[config.mk]
export PLATFORM = sky130hd
export DESIGN_NAME = reg_bank_cmd_ctrl
export DESIGN_NICKNAME = d
export VERILOG_FILES = /design/src/rtl/reg_bank_pkg.sv /design/src/rtl/reg_bank_cmd_ctrl.sv
export SDC_FILE = /design/constraint.sdc
export NUM_CORES = 1
export LEC_CHECK = 0
export ABC_AREA = 1
export CAP_MARGIN = 20
export CORE_MARGIN = 5
export CORE_UTILIZATION = 44
export DETAILED_ROUTE_END_ITERATION = 12
export GPL_TIMING_DRIVEN = 0
export PLACE_DENSITY_LB_ADDON = 0.05
export RECOVER_POWER = 50
export SYNTH_ARGS = -nofsm -noshare
export SYNTH_HDL_FRONTEND = slang
export SYNTH_SLANG_ARGS = --single-unit
[constraint.sdc]
create_clock -name clk -period 1.5 [get_ports clk]
set_clock_uncertainty 0.15 [all_clocks]
set_input_delay 0.15 -clock clk [delete_from_list [all_inputs] [get_ports clk]]
set_output_delay 0.15 -clock clk [all_outputs]
set_load 0.005 [all_outputs]
[src/rtl/reg_bank_pkg.sv]
`default_nettype none
// ============================================================================
// Module  : reg_bank_pkg
// Purpose : Shared types and helpers for the register-bank command sequencer
//           and the register_bank storage block.
//           - rb_op_e         : command opcodes on the request channel
//           - rb_ctrl_state_e : sequencer FSM states
//           - rb_addr_width() : address width for a given DEPTH (minimum 1)
// Revision: 1.0 - initial release
// ============================================================================
package reg_bank_pkg;

  typedef enum logic [1:0] {
    OP_READ  = 2'd0,
    OP_WRITE = 2'd1,
    OP_SET   = 2'd2,
    OP_CLEAR = 2'd3
  } rb_op_e;

  typedef enum logic [1:0] {
    ST_IDLE = 2'd0,
    ST_EXEC = 2'd1,
    ST_RESP = 2'd2
  } rb_ctrl_state_e;

  // A single-register bank still needs one address bit on the wire.
  function automatic int rb_addr_width(input int depth);
    return (depth > 1) ? $clog2(depth) : 1;
  endfunction

endpackage
`default_nettype wire

[src/rtl/reg_bank_cmd_ctrl.sv]
`default_nettype none
// ============================================================================
// Module  : reg_bank_cmd_ctrl
// Purpose : Command sequencer in front of register_bank. Accepts READ, WRITE,
//           SET and CLEAR commands, performs each in a single bank cycle
//           (read-modify-write included) and returns one response per command.
// Ports   : clk, reset_n          - clock / asynchronous active-low reset
//           cmd_valid/cmd_ready   - request handshake
//           cmd_op/addr/wdata     - opcode, register address, data or mask
//           resp_valid/resp_ready - response handshake
//           resp_data/resp_err    - response payload / out-of-range flag
//           rb_addr, rb_write_en,
//           rb_data_in            - drive the bank's addr/write_en/data_in
//           rb_data_out           - bank's combinational data_out
// Revision: 1.0 - initial release
// ============================================================================
module reg_bank_cmd_ctrl
  import reg_bank_pkg::*;
#(
  parameter  int WIDTH = 8,
  parameter  int DEPTH = 4,
  localparam int AW    = rb_addr_width(DEPTH)
) (
  input  logic             clk,
  input  logic             reset_n,
  input  logic             cmd_valid,
  output logic             cmd_ready,
  input  logic [1:0]       cmd_op,
  input  logic [AW-1:0]    cmd_addr,
  input  logic [WIDTH-1:0] cmd_wdata,
  output logic             resp_valid,
  input  logic             resp_ready,
  output logic [WIDTH-1:0] resp_data,
  output logic             resp_err,
  output logic [AW-1:0]    rb_addr,
  output logic             rb_write_en,
  output logic [WIDTH-1:0] rb_data_in,
  input  logic [WIDTH-1:0] rb_data_out
);

  localparam logic [AW:0] c_depth = (AW+1)'(DEPTH);

  rb_ctrl_state_e   r_state;
  rb_ctrl_state_e   w_state_nxt;
  rb_op_e           r_op;
  logic [AW-1:0]    r_addr;
  logic [WIDTH-1:0] r_wdata;
  logic [WIDTH-1:0] r_resp_data;
  logic [WIDTH-1:0] w_resp_data_nxt;
  logic             r_resp_err;
  logic             w_resp_err_nxt;
  logic             w_accept;
  logic             w_in_range;

  assign w_in_range = ({1'b0, r_addr} < c_depth);
  assign w_accept   = cmd_valid && cmd_ready;

  assign rb_addr    = r_addr;
  assign resp_data  = r_resp_data;
  assign resp_err   = r_resp_err;

  // --------------------------------------------------------------------------
  // State and datapath registers. The bank strobe is decoded from r_state, so
  // an asynchronous reset during EXEC drops rb_write_en immediately and
  // discards any pending response.
  // --------------------------------------------------------------------------
  always_ff @(posedge clk or negedge reset_n) begin
    if (!reset_n) begin
      r_state     <= ST_IDLE;
      r_op        <= OP_READ;
      r_addr      <= '0;
      r_wdata     <= '0;
      r_resp_data <= '0;
      r_resp_err  <= 1'b0;
    end else begin
      r_state     <= w_state_nxt;
      r_resp_data <= w_resp_data_nxt;
      r_resp_err  <= w_resp_err_nxt;
      if (w_accept) begin
        r_op    <= rb_op_e'(cmd_op);
        r_addr  <= cmd_addr;
        r_wdata <= cmd_wdata;
      end
    end
  end

  // --------------------------------------------------------------------------
  // Next state, handshakes and bank drive.
  // --------------------------------------------------------------------------
  always_comb begin
    w_state_nxt     = r_state;
    w_resp_data_nxt = r_resp_data;
    w_resp_err_nxt  = r_resp_err;
    cmd_ready       = 1'b0;
    resp_valid      = 1'b0;
    rb_write_en     = 1'b0;
    rb_data_in      = '0;

    case (r_state)
      ST_IDLE: begin
        cmd_ready = 1'b1;
        if (cmd_valid) begin
          w_state_nxt = ST_EXEC;
        end
      end

      ST_EXEC: begin
        w_state_nxt = ST_RESP;
        if (!w_in_range) begin
          w_resp_data_nxt = '0;
          w_resp_err_nxt  = 1'b1;
        end else begin
          w_resp_err_nxt = 1'b0;
          case (r_op)
            OP_READ: begin
              w_resp_data_nxt = rb_data_out;
            end
            OP_WRITE: begin
              rb_write_en     = 1'b1;
              rb_data_in      = r_wdata;
              w_resp_data_nxt = r_wdata;
            end
            OP_SET: begin
              rb_write_en     = 1'b1;
              rb_data_in      = rb_data_out | r_wdata;
              w_resp_data_nxt = rb_data_out;
            end
            OP_CLEAR: begin
              rb_write_en     = 1'b1;
              rb_data_in      = rb_data_out & ~r_wdata;
              w_resp_data_nxt = rb_data_out;
            end
            default: begin
              w_resp_data_nxt = rb_data_out;
            end
          endcase
        end
      end

      ST_RESP: begin
        resp_valid = 1'b1;
        // Accepting on the same edge as the response handshake keeps the
        // pipeline at one command every two cycles.
        cmd_ready  = resp_ready;
        if (resp_ready) begin
          w_state_nxt = cmd_valid ? ST_EXEC : ST_IDLE;
        end
      end

      default: begin
        w_state_nxt = ST_IDLE;
      end
    endcase
  end

endmodule
`default_nettype wire

==> impl_results.md <==
* Post-route ant nets at 0
* Average cell area after synthesis at 7.135 µm²
* Violated checks: setup timing
* DR WL/cell at 12.92 µm
* Largest net degree at the start of global routing at 23
* DR vias/cell at 4.945
* Top_reg_cell synth: dfrtp_1
* Maximum VDD drop at 0.0007772 V
* Antenna violations before repair at 0
* Yosys top cell area share at 43.35%
* Slowest stage cell, crit path: dfrtp_2
* Sw Share at 37.45%
* Post-Syn Area at 1270 µm²
* Final WL at 3526 µm
* Sequential Power Share at 38.5%
* Register area share after synthesis at 43.35%
* Crit-path cells: buf_6 -> nor2_8 -> inv_8 -> a21oi_2 -> buf_2
* GR peak layer: met2
* Crit path DAT at 1.33 ns
* Clock power frac at 14.1%
* Switching Power at 0.8924 mW
* CTS max path bufs at 2
* Most frequent cell after synthesis: nand2_1
* Max FO, Critical Path at 6
* Yosys reg bits at 22
* Max_cap viols at 0
* Max Fclk at 0.6149 GHz
* Root Driver: clkbuf_4
* ANT cells at 0
* Port Buffers at 44
* Met2 Use GR at 30.08%
* Status: complete, but fails checks
* Clk sinks at 22
* Initial Util at 46.05%
* Final hold violation count at 0
* Synth warn at 0
* Worst setup path class: reg2out
* Detailed Routing Iterations Pass 1 at 4
* DRC viols at 0
* Reg clk slew, reported paths at 0.12 ns
* Pwr Total at 2.383 mW
* Top cell family by delay on the critical path: flip-flops
* Critical Path Max Stage Delay at 0.44 ns
* Critical Path Sink Type: output pin
* Top Ports at 46
* Vias at 1350
* Slew Limit Fails at 0
* Final Cycle Share at 108.4%
* Detailed-placement wirelength estimate at 2365 µm
* Vias in the first global route at 1367
* Critical path launch point type: flip-flop
* HP Class: in2reg
* GRT Residual Overflow at 0
* EDFF count, synth at 0
* Iteration-0 DRC Markers at 53
* Setup TNS at -1.356 ns
* CP Data Required Time at 1.20 ns
* Combinational share of power at 47.5%
* Gp weighted congestion at 0.8408
* Yosys top cell by area: dfrtp_1
* Core ar. at 2758 µm²
* Tmin final at 1.626 ns
* CTS Buf Count at 3
* Clk Latency, worst-skew pair at 0.31 ns
* Die H at 63.73 µm
* Die area at 4061 µm²
* Gate Count Post-Synth at 178
* Int Power at 1.490 mW
* RSZ-0062 raised after global routing: true
* Pwr dens at 1236 nW/µm²
* Tot GR Track Use at 18.17%
* GR Util met1 at 21.59%
* Ys async rst share at 100.0%
* Leak at 1.044 nW
* Final cell count without fillers at 273
* Critical path buffer and inverter count at 3
* Final setup viols at 20
* Pre-CTS worst setup slack at -0.3729 ns
* Worst setup margin at -0.1263 ns
* Post-layout net count at 267
* Row cnt at 19
* Top post-synthesis cells by count: 81 x nand2_1, 28 x nand3_1, 22 x dfrtp_1
* Distinct cell type count after synthesis at 18
* CTS tree: built
* Layout cell share with drive strength beyond 1 at 25.62%
* Die Wd at 63.73 µm
* Synth-to-layout area growth at 51.82%
* First-pass GRT wire length at 5954 µm
* Post-Syn Nets at 202
* Routing usage on met3 at 4.263%
* Synth top area cells: dfrtp_1 43%, nand2_1 24%, nand3_1 11%
* # placed instances at 253
* Htree depth at 1
## worst paths after layout
check / end / slack [ns] / cells past startpoint / startpoint
hold / removal: r_wdata[2] / 0.22 / 3 / cmd_wdata[2]
setup reg to reg: r_wdata[1] / -0.03 / 8 / r_state[1]
min in group asynchronous: resp_data[6] / 0.51 / 2 / reset_n
hold reg to reg: resp_data[5] / 0.34 / 2 / resp_data[5]
max in group asynchronous: r_op[0] / 0.11 / 3 / reset_n
setup / recovery: rb_data_in[4] / -0.13 / 5 / r_state[1]
## state kept, by name, indices dropped and copies added, names as in the netlist
signal     flops
resp_data      8
r_wdata        8
r_op           2
r_state        2
rb_addr        2
## what timing repair did
item	CTS	global route
buffers inserted	13	4
setup endpoints to repair	18	14
cloned	1	0
hold buffers	0	1
pin swaps	2	1
hold endpoints to repair	0	5
resized for setup	66	15
## layout by cell type (no fill, tap or decap)
master / n
inv_2: 2
nand2_1: 80
clkbuf_4: 4
dfrtp_2: 2
clkdlybuf4s50_1: 22
buf_6: 7
inv_1: 17
inv_8: 1
nand3_2: 5
buf_1: 1
nand3_1: 24
buf_2: 10
dlygate4sd3_1: 2
clkbuf_8: 1
nor2_8: 1
a21oi_2: 7
clkdlybuf4s25_1: 3
nor2_2: 1
conb_1: 1
inv_4: 2
nand2_2: 2
buf_4: 14
nor2_1: 2
a21oi_4: 2
o21ai_1: 1
inv_6: 1
dfrtp_1: 20
dlygate4sd2_1: 7
## area by class of cell
cell class                 instances  area, µm²
clock buffer                       4      36.28
timing repair inverter             1      6.256
tap                               31      38.79
sequential                        22      553.0
fill                             242      829.5
timing repair buffer              62      531.8
inverter                          22      97.59
buffer                             5      45.04
multi-input combinational        126      619.3
## tightest hold or removal path, stage by stage
cell and delay (ns):
clkdlybuf4s50_1 0.39, nand3_1 0.07, nand2_1 0.04
## metrics by stage
stage               hold slack (ns)  area [µm²]  utilization [%]
finish                       0.2222        1928            69.92
global route                 0.2125        1928            69.92
CTS                          0.2080        1854            67.24
detailed placement           0.3148        1749            63.43
global placement             0.3114        1749            63.43
floorplan                   -0.2956        1270                -
## kinds of logic (layout without fill, tap and decap cells)
kind of cell / count (synthesis) / in the layout / synth area share, %
buffers and inverters: 30 / 94 / 11.03
and+or+nand+nor: 115 / 115 / 38.72
other: 1 / 1 / 0.2953
AOI/OAI and AO/OA: 10 / 10 / 6.601
DFF: 22 / 22 / 43.35
## power groups by stage
stage	clock, mW	sequential, mW	combinational [mW]
floorplan	0	0.920	0.512
global placement	0	0.920	0.986
detailed placement	0	0.931	1.00
CTS	0.355	0.907	1.07
global route	0.382	0.944	1.27
finish	0.335	0.917	1.13
## metal layers
| layer | vias up | part of all wire [%] |
|---|---|---|
| li1 | 673 | - |
| met1 | 626 | 42 |
| met4 | 0 | 1.8 |
| met2 | 45 | 50 |
| met3 | 6 | 6.2 |
| met5 | - | 0 |
Note: power is estimated with default switching activity, not from simulation.
